--- src/rtl/medidor_pkg.sv ---
// Shared types and constants for the ultrasonic ranging front end and the
// downstream distance discretiser.
package medidor_pkg;

    typedef enum logic [2:0] {
        IDLE      = 3'd0,
        TRIGGER   = 3'd1,
        WAIT_ECHO = 3'd2,
        MEASURE   = 3'd3,
        DONE      = 3'd4
    } estado_t;

    typedef logic [3:0]        bcd_digit_t;
    typedef bcd_digit_t [2:0]  bcd3_t;      // [2] hundreds, [1] tens, [0] units

    localparam bcd3_t BCD_SAT = 12'h999;

    // Decimal increment that sticks at 999 instead of wrapping.
    function automatic bcd3_t bcd_inc(input bcd3_t v);
        bcd3_t r;
        r = v;
        if (v != BCD_SAT) begin
            if (v[0] != 4'd9) begin
                r[0] = v[0] + 4'd1;
            end else begin
                r[0] = 4'd0;
                if (v[1] != 4'd9) begin
                    r[1] = v[1] + 4'd1;
                end else begin
                    r[1] = 4'd0;
                    r[2] = v[2] + 4'd1;
                end
            end
        end
        return r;
    endfunction

endpackage

--- src/rtl/contador_bcd_3dig.sv ---
// Three-digit BCD up-counter with synchronous clear; saturates at 999.
module contador_bcd_3dig
    import medidor_pkg::*;
(
    input  logic  clk,
    input  logic  reset,
    input  logic  zera,
    input  logic  conta,
    output bcd3_t valor,
    output logic  max
);

    bcd3_t r_valor;

    always_ff @(posedge clk or negedge reset) begin
        if (!reset) begin
            r_valor <= '0;
        end else if (zera) begin
            r_valor <= '0;
        end else if (conta) begin
            r_valor <= bcd_inc(r_valor);
        end
    end

    assign valor = r_valor;
    assign max   = (r_valor == BCD_SAT);

endmodule

--- src/rtl/medidor_distancia.sv ---
// Ultrasonic ranging front end: fires the trigger, times the echo and reports
// the distance in whole centimetres as 3-digit BCD with a one-cycle strobe.
module medidor_distancia
    import medidor_pkg::*;
#(
    parameter int TRIG_CYCLES  = 500,
    parameter int TICKS_PER_CM = 2941,
    parameter int ECHO_TIMEOUT = 1_500_000
)(
    input  logic        clk,
    input  logic        reset,
    input  logic        medir,
    input  logic        echo,
    output logic        trigger,
    output logic [11:0] medida,
    output logic        pronto,
    output logic        erro,
    output logic [2:0]  db_estado
);

    localparam int TRIG_W = $clog2(TRIG_CYCLES + 1);
    localparam int TICK_W = $clog2(TICKS_PER_CM + 1);
    localparam int TMO_W  = $clog2(ECHO_TIMEOUT + 1);

    localparam logic [TRIG_W-1:0] TRIG_LAST = TRIG_W'(TRIG_CYCLES);
    localparam logic [TICK_W-1:0] TICK_LAST = TICK_W'(TICKS_PER_CM - 1);
    localparam logic [TMO_W-1:0]  TMO_LAST  = TMO_W'(ECHO_TIMEOUT - 1);

    estado_t           r_estado;
    logic [TRIG_W-1:0] r_trig_cnt;
    logic [TICK_W-1:0] r_tick;
    logic [TMO_W-1:0]  r_tmo;
    logic              r_trigger;
    logic [11:0]       r_medida;
    logic              r_pronto;
    logic              r_erro;

    logic              r_echo_s1;
    logic              r_echo_s2;
    logic              r_echo_d;

    logic              w_sobe;
    logic              w_desce;
    logic              w_round;
    logic              w_wrap;
    logic              w_zera;
    logic              w_conta;
    logic              w_max;
    bcd3_t             w_bcd;
    bcd3_t             w_bcd_final;

    always_ff @(posedge clk or negedge reset) begin
        if (!reset) begin
            r_echo_s1 <= 1'b0;
            r_echo_s2 <= 1'b0;
            r_echo_d  <= 1'b0;
        end else begin
            r_echo_s1 <= echo;
            r_echo_s2 <= r_echo_s1;
            r_echo_d  <= r_echo_s2;
        end
    end

    assign w_sobe  =  r_echo_s2 & ~r_echo_d;
    assign w_desce = ~r_echo_s2 &  r_echo_d;

    // The rising-edge cycle is not in the tick count, so the fall cycle is tick+1.
    assign w_round = (32'(r_tick) + 32'd1) >= 32'(TICKS_PER_CM / 2);

    assign w_wrap  = (r_estado == MEASURE) && !w_desce && (r_tick == TICK_LAST);
    assign w_zera  = (r_estado == IDLE) && medir;
    assign w_conta = w_wrap || ((r_estado == MEASURE) && w_desce && w_round && !w_max);

    assign w_bcd_final = w_round ? bcd_inc(w_bcd) : w_bcd;

    contador_bcd_3dig u_contador (
        .clk   (clk),
        .reset (reset),
        .zera  (w_zera),
        .conta (w_conta),
        .valor (w_bcd),
        .max   (w_max)
    );

    always_ff @(posedge clk or negedge reset) begin
        if (!reset) begin
            r_estado   <= IDLE;
            r_trig_cnt <= '0;
            r_tick     <= '0;
            r_tmo      <= '0;
            r_trigger  <= 1'b0;
            r_medida   <= 12'h000;
            r_pronto   <= 1'b0;
            r_erro     <= 1'b0;
        end else begin
            r_pronto <= 1'b0;
            case (r_estado)
                IDLE: begin
                    if (medir) begin
                        r_estado   <= TRIGGER;
                        r_trig_cnt <= '0;
                        r_tick     <= '0;
                    end
                end
                TRIGGER: begin
                    if (r_trig_cnt == TRIG_LAST) begin
                        r_trigger <= 1'b0;
                        r_tmo     <= '0;
                        r_estado  <= WAIT_ECHO;
                    end else begin
                        r_trigger  <= 1'b1;
                        r_trig_cnt <= r_trig_cnt + 1'b1;
                    end
                end
                WAIT_ECHO: begin
                    if (w_sobe) begin
                        r_tick   <= '0;
                        r_estado <= MEASURE;
                    end else if (r_tmo == TMO_LAST) begin
                        r_medida <= BCD_SAT;
                        r_erro   <= 1'b1;
                        r_pronto <= 1'b1;
                        r_estado <= DONE;
                    end else begin
                        r_tmo <= r_tmo + 1'b1;
                    end
                end
                MEASURE: begin
                    // Outputs are loaded on entry to DONE so pronto is high in the DONE cycle.
                    if (w_max) begin
                        r_medida <= BCD_SAT;
                        r_erro   <= 1'b1;
                        r_pronto <= 1'b1;
                        r_estado <= DONE;
                    end else if (w_desce) begin
                        r_medida <= w_bcd_final;
                        r_erro   <= (w_bcd_final == BCD_SAT);
                        r_pronto <= 1'b1;
                        r_estado <= DONE;
                    end else if (r_tick == TICK_LAST) begin
                        r_tick <= '0;
                    end else begin
                        r_tick <= r_tick + 1'b1;
                    end
                end
                DONE: begin
                    r_estado <= IDLE;
                end
                default: begin
                    r_estado <= IDLE;
                end
            endcase
        end
    end

    assign trigger   = r_trigger;
    assign medida    = r_medida;
    assign pronto    = r_pronto;
    assign erro      = r_erro;
    assign db_estado = r_estado;

endmodule
--- config.mk ---
export PLATFORM = sky130hd
export DESIGN_NAME = medidor_distancia
export DESIGN_NICKNAME = d
export VERILOG_FILES = /design/src/rtl/medidor_pkg.sv /design/src/rtl/contador_bcd_3dig.sv /design/src/rtl/medidor_distancia.sv
export SDC_FILE = /design/constraint.sdc
export NUM_CORES = 1
export LEC_CHECK = 0
export BUFFER_PORTS_ARGS = -buffer_cell sky130_fd_sc_hd__buf_2
export CAP_MARGIN = 20
export CORE_UTILIZATION = 66
export DETAILED_ROUTE_END_ITERATION = 8
export PLACE_DENSITY = 0.94
export SYNTH_ARGS = -nofsm -noshare
export SYNTH_HDL_FRONTEND = slang
export SYNTH_HIERARCHICAL = 1
export SYNTH_SLANG_ARGS = --single-unit
--- constraint.sdc ---
create_clock -name clk -period 4.85 [get_ports clk]
set_clock_uncertainty 0.1 [all_clocks]
set_input_delay 0.485 -clock clk [delete_from_list [all_inputs] [get_ports clk]]
set_output_delay 0.485 -clock clk [all_outputs]
set_load 0.01 [all_outputs]
==> qor.yml, run 1 <==
outcome: "finished with violations"
violations: "DRC"
routed_wl_um: 9388
fillers: 492
arrival_ns: 4.05
postSynthNetCount: 502
dieArea_um2: 7068
cts_buffers: 9
setup_tns_ns: 0
worst_slew_pin_slew_ns: 0.9337
grt_start_max_net_pins: 76
max_freq_ghz: 0.2556
crit-reg2reg-capture: "u_contador/valor[10]$_DFFE_PN0P_"
layout_min_cycle_time_ns: 3.913
path_class: "reg -> reg"
clockPowerShare_pct: 42.1
clock-sinks: 75
cts_resized: 0
power_switching_uw: 246.5
r2r_start: "r_tick[0]$_DFFE_PN0P_"
cts_tree: "built"
ys_warn_count: 6
die_x_um: 84.07
root_buffer: "clkbuf_8"
yosysUniqueCellTypes: 71
intPower_uw: 864.8
wl_per_cell_um: 16.16
ys_seq_elements: 75
synth.avg_cell_area_um2: 9.223
critPathCaptureType: "register"
syn_inst: 482
p_seq_share_pct: 56.4
core_area_um2: 6422
cts.hold.buffers_added: 0
dr_total_vias: 3669
gr-total-overflow: 0
drc: 2
vias_per_cell: 6.315
drt-pass1-iter-count: 7
worstSetupStartpointType: "register"
layout.nets: 520
min_to: "r_echo_s1$_DFF_PN0_"
ant_nets: 0
report.final.slew_viol_count: 0
antennaDiodeCount: 0
swShare_pct: 22.18
p_leak_nw: 2.238
drive_gt1_share_pct: 10.71
powerDensity_nw_per_um2: 232.8
min_path_cells: 1
worstRegToRegCells: 11
grt_pass1_vias: 3562
antenna_found_initial: 0
r2r_slack_ns: 0.94
combinationalPowerShare_pct: 1.5
cts_htree_levels: 3
ir_drop_mv: 0.1635
setup_viol: 0
final_cell_count_no_fill: 581
maxCapViolCount: 0
dp_cells: 566
async_reset_ff_share_pct: 100.0
ys_seq_area_share_pct: 42.22
cp_slowest_cell: "dfrtp_1"
die_h_um: 84.07
worstPathCellList: "ha_1 -> nand2_1 -> o31a_1 -> o22a_1 -> o211ai_2 -> and2_1 -> a22oi_1 -> nor2_1 -> nand4b_4 -> nor4b_1 -> mux2_2"
holdCritPathClass: "in -> reg"
min_from: "echo"
grt_setup_unrepaired: "no"
portBuffers: 21
fin_area_um2: 4773
hold_ws_ns: 0.1381
dpl.hpwl_um: 6467
crit_required_ns: 4.99
track_usage_pct: 29.25
critPathMaxFanout: 14
place_area_um2: 4589
num_rows: 29
io_pins: 22
relSlewSlack_pct: 37.76
hold_viol: 0
clock_latency_ns: 0.35
synthFlopType: "dfrtp_1"
initialDrtViolationCount: 251
netlist_area_um2: 4446
synth_edf_count: 0
cts_setup_buffers: 0
clkTransAtPathRegs_ns: 0.08
period_share_pct: 80.68
syn_to_final_growth_pct: 7.374
grt_pass1_wl_um: 16400
start_util_pct: 69.22
max_stage_delay_ns: 0.50
cts_max_path_buffers: 2
routabilityCongestion: 0.8465
-- worst max-delay path by stage --
stage                                startpoint  cells after the start                          endpoint  slack, ns
after floorplan           r_tick[0]$_DFFE_PN0P_                     14   u_contador/valor[6]$_DFFE_PN0P_       1.84
after global placement    r_tick[0]$_DFFE_PN0P_                     11  u_contador/valor[10]$_DFFE_PN0P_       1.31
after detailed placement  r_tick[0]$_DFFE_PN0P_                     11  u_contador/valor[10]$_DFFE_PN0P_       1.05
after CTS                 r_tick[0]$_DFFE_PN0P_                     11  u_contador/valor[10]$_DFFE_PN0P_       1.00
after global routing      r_tick[0]$_DFFE_PN0P_                     11  u_contador/valor[10]$_DFFE_PN0P_       0.66
final                     r_tick[0]$_DFFE_PN0P_                     11  u_contador/valor[10]$_DFFE_PN0P_       0.94
-- cell families (layout without fill, tap and decap cells) --
| group | Yosys count | count (layout) | synth area share [%] |
|---|---|---|---|
| buffers and inverters | 42 | 64 | 3.968 |
| adder cells (fa/ha/maj) | 16 | 16 | 4.503 |
| XOR/XNOR | 27 | 27 | 5.320 |
| AO/OA/AOI/OAI | 97 | 97 | 15.03 |
| AND/OR/NAND/NOR | 217 | 217 | 27.08 |
| multiplexers | 8 | 8 | 1.886 |
| flip-flops | 75 | 75 | 42.22 |
-- layer usage --
layer | routed length (um) | up-vias | track usage [%]
met1 | 4212 | 1780 | 38.80
met3 | 438 | 17 | 6.034
met2 | 4564 | 101 | 46.57
met4 | 172 | 0 | 12.85
met5 | 0 | - | 0
li1 | - | 1771 | -
-- synth_stat cells, types with 3 or more instances --
| cell | n | area (um^2) |
|---|---|---|
| nand3_1 | 20 | 100.1 |
| xnor2_1 | 9 | 78.83 |
| ha_1 | 16 | 200.2 |
| clkbuf_1 | 11 | 41.29 |
| or4_1 | 9 | 67.56 |
| mux2_2 | 3 | 33.78 |
| nor3_1 | 11 | 55.05 |
| a41oi_1 | 3 | 26.28 |
| nand2b_1 | 10 | 62.56 |
| o22ai_1 | 3 | 18.77 |
| nand4b_1 | 4 | 35.03 |
| inv_1 | 25 | 93.84 |
| nor2b_1 | 10 | 62.56 |
| dfrtp_1 | 75 | 1877 |
| o41ai_1 | 3 | 26.28 |
| nand2_1 | 39 | 146.4 |
| nor4_1 | 3 | 18.77 |
| nand3b_1 | 6 | 45.04 |
| nand4_1 | 11 | 68.82 |
| a21oi_1 | 20 | 100.1 |
| and2_1 | 3 | 18.77 |
| and3b_1 | 3 | 26.28 |
| nor2_1 | 56 | 210.2 |
| mux2i_1 | 5 | 50.05 |
| or3_1 | 5 | 31.28 |
| o22a_1 | 3 | 26.28 |
| o21ai_0 | 26 | 130.1 |
| and3_1 | 9 | 56.30 |
| xor2_1 | 18 | 157.7 |
| o31ai_1 | 9 | 67.56 |
-- registers in the layout (all words and copies together), names as in the netlist --
signal	flops
trigger	1
r_tmo	21
erro	1
r_echo_d	1
db_estado	3
pronto	1
u_contador/valor	12
r_echo_s1	1
r_tick	12
r_echo_s2	1
medida	12
r_trig_cnt	9
-- power by group through the flow --
stage               Combinational [mW]  Clock (mW)  Sequential (mW)
global route                    0.0195       0.503            0.627
CTS                             0.0177       0.479            0.627
floorplan                      0.00287           0            0.639
detailed placement              0.0175           0            0.639
global placement                0.0168           0            0.639
finish                          0.0166       0.467            0.627
-- cell type report --
| class | instances | area (um^2) | share of cell area, % |
|---|---|---|---|
| clock buffers | 11 | 131.4 | 2.752 |
| clock inverters | 4 | 52.55 | 1.101 |
| inverters | 25 | 93.84 | 1.966 |
| multi-input cells | 365 | 2392 | 50.12 |
| flip-flops and latches | 75 | 1877 | 39.32 |
| well taps | 77 | 96.34 | 2.018 |
| repair buffers | 24 | 130.1 | 2.726 |
-- worst max-delay path: cells and delay by family, from the launching register on --
kind,cells,cell delay (ns)
simple gates,5,1.60
compound gates,4,0.87
flops,1,0.50
mux,1,0.38
fa+ha+maj,1,0.35
-- through the flow --
stage	util [%]	worst slack [ns]	power, mW
detailed placement	71.46	1.053	0.6570
finish	74.32	0.9371	1.111
global placement	71.46	1.310	0.6561
floorplan	-	1.838	0.6422
CTS	74.32	1.003	1.124
global route	74.32	0.6560	1.149
-- cell usage in the layout, fill, tap and decap left out, types with 10 or more instances in the layout --
cell,instances
a21oi_1,20
buf_2,20
dfrtp_1,75
ha_1,16
inv_1,25
nand2_1,39
nand2b_1,10
nand3_1,20
nand4_1,11
nor2_1,56
nor2b_1,10
nor3_1,11
o21ai_0,26
xor2_1,18
Power figures use the tool's default switching activity.
==> inputs of run 2 (changes only) <==
ABC_AREA = 1   (was default)
CORE_UTILIZATION = 62   (was 66)
PLACE_DENSITY = 0.89   (was 0.94)
clock period = 3.8 ns   (was 4.85 ns; I/O delays follow)
==> qor.yml, run 2 <==
worst-path-buf-inv: 1
cts_max_path_buffers: 2
portBuffers: 21
die_x_um: 89.95
clock-sinks: 75
cts_buffers: 9
ys_seq_area_share_pct: 39.13
wl_per_cell_um: 13.82
power_switching_uw: 366.7
async_reset_ff_share_pct: 100.0
ant_nets: 0
die_h_um: 89.95
yosys.area.top_type: "dfrtp_1"
cts.hold.buffers_added: 0
clkTransAtPathRegs_ns: 0.09
layout_min_cycle_time_ns: 2.836
dpl.hpwl_um: 7775
routabilityCongestion: 0.9780
grt_pass1_vias: 4236
r2r_slack_ns: 0.96
synth_top_cells_by_area: "dfrtp_1, nand2_1, inv_1, nor2_1, o21ai_0"
dr_total_vias: 4438
cts_resized: 0
yosysMostFrequentCell: "nand2_1"
drc: 0
worstSetupStartpointType: "register"
root_buffer: "clkbuf_8"
grt-busiest-layer: "met2"
cts_tree: "built"
clockPowerShare_pct: 44.8
ys_seq_elements: 75
grtUsageMet2_pct: 47.56
antenna_found_initial: 0
netlist_area_um2: 4796
vias_per_cell: 5.719
p_seq_share_pct: 54.0
holdCritPathClass: "in -> reg"
grt_use_met3_pct: 3.723
gr-total-overflow: 0
powerDensity_nw_per_um2: 285.7
layout.nets: 692
mostFrequentLayoutCells: "nand2_1, inv_1, dfrtp_1, nor2_1, o21ai_0"
start_util_pct: 65.08
period_share_pct: 74.64
synth.avg_cell_area_um2: 7.390
grt_setup_unrepaired: "no"
drt-pass1-iter-count: 5
min_to: "r_echo_s1$_DFF_PN0_"
regMostFlops: "r_tmo"
min_from: "echo"
critPathCaptureType: "register"
min_path_cells: 1
arrival_ns: 2.99
io_pins: 22
hold_viol: 0
outcome: "finished clean"
track_usage_pct: 28.45
critPathMaxFanout: 13
intPower_mw: 1.116
grt_start_max_net_pins: 76
final_common_cell: "nand2_1"
num_rows: 31
setup_tns_ns: 0
syn_to_final_growth_pct: 8.166
cts_htree_levels: 3
ys_top_cells_by_count: "nand2_1, inv_1, dfrtp_1"
place_area_um2: 4981
synth_edf_count: 0
critPathLaunch: "r_tick[0]$_DFFE_PN0P_"
cp_slowest_cell: "dfrtp_1"
worstRegToRegCells: 15
dieArea_um2: 8091
synth_top_area_share_pct: 39.13
relSlewSlack_pct: 38.11
antennaDiodeCount: 0
crit_required_ns: 3.96
clock_latency_ns: 0.37
initialDrtViolationCount: 263
max_freq_ghz: 0.3526
swShare_pct: 24.74
p_leak_nw: 2.463
cts_setup_buffers: 0
yosysUniqueCellTypes: 41
worstPathCellList: "ha_1 -> nand2_2 -> nor2_4 -> nand2_2 -> o21ai_2 -> nand2_2 -> nor2_2 -> nand3_2 -> nand3_2 -> a32o_1 -> inv_1 -> o21ai_0 -> nand2_2 -> nand2_1 -> o21ai_1"
r2r_start: "r_tick[0]$_DFFE_PN0P_"
routed_wl_um: 10720
cpLargestDelayFamily: "simple AND/OR/NAND/NOR gates"
worst_slew_pin_slew_ns: 0.9283
setup_viol: 0
largest_register_ffs: 21
max_stage_delay_ns: 0.43
hold_ws_ns: 0.01844
path_class: "reg -> reg"
drive_gt1_share_pct: 11.52
synthFlopType: "dfrtp_1"
ys_warn_count: 6
report.final.slew_viol_count: 0
syn_inst: 649
ir_drop_mv: 0.1869
crit-reg2reg-capture: "u_contador/valor[6]$_DFFE_PN0P_"
use_met1_pct: 36.48
core_area_um2: 7370
grt_pass1_wl_um: 18990
postSynthNetCount: 669
fin_area_um2: 5187
maxCapViolCount: 0
cp_num_cells: 15
crit_top_cell: "nand2_2"
combinationalPowerShare_pct: 1.3
-- run 2: final cells by class --
cell class | count | area (um^2)
clock inverter | 7 | 82.58
fill | 555 | 2182
sequential | 75 | 1877
inverter | 96 | 364.1
multi-input combinational | 469 | 2509
timing repair buffer | 21 | 107.6
tap | 99 | 123.9
clock buffer | 9 | 123.9
-- run 2: routing by layer --
layer  vias up  share of wire [%]
met4         0                3.0
met2       173                 49
li1       2200                  -
met1      2032                 43
met3        33                5.4
met5         -                  0
-- run 2: per-stage QoR --
stage	util [%]	cells	setup slack, ns	power (mW)
floorplan	-	649	1.465	0.8178
global placement	67.59	760	1.170	0.8353
detailed placement	67.59	760	0.9870	0.8360
CTS	70.39	776	0.9751	1.491
global route	70.39	776	0.6331	1.529
finish	70.39	776	0.9636	1.482
-- run 2: logic make-up after synthesis --
logic type | Yosys count | synth area share [%]
AO/OA/AOI/OAI | 107 | 12.65
XOR/XNOR | 16 | 2.922
adder cells (fa/ha/maj) | 16 | 4.174
buffers and inverters | 105 | 8.557
flip-flops | 75 | 39.13
AND/OR/NAND/NOR | 330 | 32.56
-- run 2: worst max path at each step --
stage | to | slack (ns)
final | u_contador/valor[6]$_DFFE_PN0P_ | 0.96
after global routing | u_contador/valor[6]$_DFFE_PN0P_ | 0.63
after CTS | u_contador/valor[6]$_DFFE_PN0P_ | 0.98
after detailed placement | u_contador/valor[6]$_DFFE_PN0P_ | 0.99
after global placement | u_contador/valor[4]$_DFFE_PN0P_ | 1.17
after floorplan | u_contador/valor[4]$_DFFE_PN0P_ | 1.46
-- run 2: worst reg2reg max path: stages, from the launching register on --
cell,delay [ns]
dfrtp_1,0.43
ha_1,0.24
nand2_2,0.10
nor2_4,0.15
nand2_2,0.08
o21ai_2,0.13
nand2_2,0.08
nor2_2,0.12
nand3_2,0.22
nand3_2,0.28
a32o_1,0.21
inv_1,0.08
o21ai_0,0.21
nand2_2,0.14
nand2_1,0.09
o21ai_1,0.06
-- run 2: power by group through the flow --
stage / sequential, mW / combinational, mW / clock (mW)
floorplan: 0.816 / 0.00184 / 0
global route: 0.800 / 0.0224 / 0.706
global placement: 0.816 / 0.0192 / 0
detailed placement: 0.816 / 0.0198 / 0
CTS: 0.800 / 0.0198 / 0.671
finish: 0.800 / 0.0187 / 0.663
==> inputs of run 3 (changes only) <==
ABC_AREA = 0   (was 1)
CORE_UTILIZATION = 56   (was 62)
PLACE_DENSITY = 0.86   (was 0.89)
clock period = 2.5 ns   (was 3.8 ns; I/O delays follow)
==> qor.yml, run 3 (synthesized netlist as in run 1, its figures left out) <==
outcome: "finished with violations"
violations: "setup timing"
regMostFlops: "r_tmo"
path_class: "reg -> reg"
clkTransAtPathRegs_ns: 0.08
intPower_mw: 1.636
drc: 0
place_area_um2: 5339
start_util_pct: 57.83
crit-reg2reg-capture: "u_contador/valor[6]$_DFFE_PN0P_"
initialDrtViolationCount: 447
powerDensity_nw_per_um2: 355.8
wl_met3_um: 1080
core_area_um2: 7687
hold_viol: 0
max_freq_ghz: 0.3219
cts_tree: "built"
worst_slew_pin_slew_ns: 0.5282
crit_required_ns: 2.65
cts_max_path_buffers: 2
clockPowerShare_pct: 41.0
num_rows: 32
cts_htree_levels: 3
die_x_um: 91.10
holdCritPathClass: "reg -> reg"
setup_ws_ns: -0.6062
grt_start_max_net_pins: 42
dpl.hpwl_um: 7875
power_switching_uw: 498.6
track_usage_pct: 31.51
max_stage_delay_ns: 0.51
r2r_slack_ns: -0.61
syn_to_final_growth_pct: 34.98
layout_min_cycle_time_ns: 3.106
root_buffer: "clkbuf_8"
largest_register_ffs: 21
portBuffers: 21
layout.nets: 624
worstSetupStartpointType: "register"
p_seq_share_pct: 57.0
crit_end: "u_contador/valor[6]$_DFFE_PN0P_"
grt_setup_unrepaired: "yes"
setup_tns_ns: -7.653
arrival_ns: 3.25
relSlewSlack_pct: 64.79
ant_nets: 0
mostFrequentLayoutCells: "buf_4, dfrtp_1, nor2_1, nand2_1, inv_1"
period_share_pct: 124.2
setup_viol: 38
hold_ws_ns: 0.2628
wl_per_cell_um: 19.32
critPathMaxFanout: 6
report.final.slew_viol_count: 0
critPathCaptureType: "register"
cts_buffers: 9
met2WireLength_um: 6667
combinationalPowerShare_pct: 1.9
io_pins: 22
maxCapViolCount: 0
die_h_um: 91.10
worstRegToRegCells: 11
drt-pass1-iter-count: 5
cp_num_cells: 11
antennaDiodeCount: 0
final_common_cell: "buf_4"
vias_per_cell: 6.339
clock-sinks: 75
routed_wl_um: 13740
dr_total_vias: 4507
gr-total-overflow: 0
p_leak_nw: 2.868
worst-path-buf-inv: 1
dr.max_layer_used: "met4"
cp_slowest_cell: "or4_1"
r2r_start: "r_tick[1]$_DFFE_PN0P_"
grt_pass1_wl_um: 20710
fin_area_um2: 6001
antenna_found_initial: 0
worstPathCellList: "buf_6 -> and2_1 -> o31a_1 -> o22a_1 -> o211ai_2 -> and2_4 -> a22oi_2 -> nor2_4 -> nand4b_4 -> or4_1 -> a21oi_1"
swShare_pct: 23.35
clock_latency_ns: 0.36
pre_cts_ws_ns: -0.5238
ir_drop_mv: 0.2295
drive_gt1_share_pct: 34.48
wl_met1_um: 5217
dieArea_um2: 8298
routabilityCongestion: 0.8850
critPathLaunch: "r_tick[1]$_DFFE_PN0P_"
cpLargestDelayFamily: "simple AND/OR/NAND/NOR gates"
grt_pass1_vias: 4443
[run 3: power groups by stage]
stage	clock, mW	sequential (mW)	combinational [mW]
floorplan	0	1.24	0.00610
global placement	0	1.24	0.0377
detailed placement	0	1.24	0.0390
CTS	0.875	1.22	0.0421
global route	0.929	1.22	0.0471
finish	0.876	1.22	0.0415
[run 3: through the flow]
step,util (%),cells,power [mW]
2_1_floorplan,-,482,1.246
3_3_place_gp,69.45,675,1.278
3_5_place_dp,69.45,675,1.280
4_1_cts,74.69,701,2.133
5_1_grt,78.06,711,2.193
6_report,78.06,711,2.135
[run 3: how the worst min path moves through the flow]
stage,from,to,slack [ns],cells past startpoint
global placement,reset,r_tmo[18]$_DFFE_PN0P_,0.13,1
floorplan,reset,db_estado[0]$_DFFE_PN0P_,-0.15,0
CTS,r_echo_s1$_DFF_PN0_,r_echo_s2$_DFF_PN0_,0.26,0
finish,r_echo_s1$_DFF_PN0_,r_echo_s2$_DFF_PN0_,0.26,0
detailed placement,reset,r_tmo[19]$_DFFE_PN0P_,0.14,1
global route,r_echo_s1$_DFF_PN0_,r_echo_s2$_DFF_PN0_,0.27,0
[run 3: final cells by class]
class                           instances  area, um^2
Clock inverter                          4       25.02
Tap cell                              102       127.6
Inverter                               25       93.84
Clock buffer                           12       155.1
Multi-Input combinational cell        365        2708
Timing Repair Buffer                  128        1007
Sequential cell                        75        1884
Fill cell                             435        1687
[run 3: what timing repair did]
item | 4_1_cts | 5_1_grt
setup endpoints to repair | 33 | 49
gates resized for setup | 27 | 45
setup buffers | 7 | 12
hold endpoints to repair | 35 | 0
pin swaps | 5 | 21
hold buffers | 2 | 0
cloned | 1 | 0
[run 3: routing by layer]
metal  global-route usage [%]  vias up
li1                         -     1984
met3                    6.114       92
met1                    37.49     2164
met5                        0        -
met4                    17.99        0
met2                    53.28      267
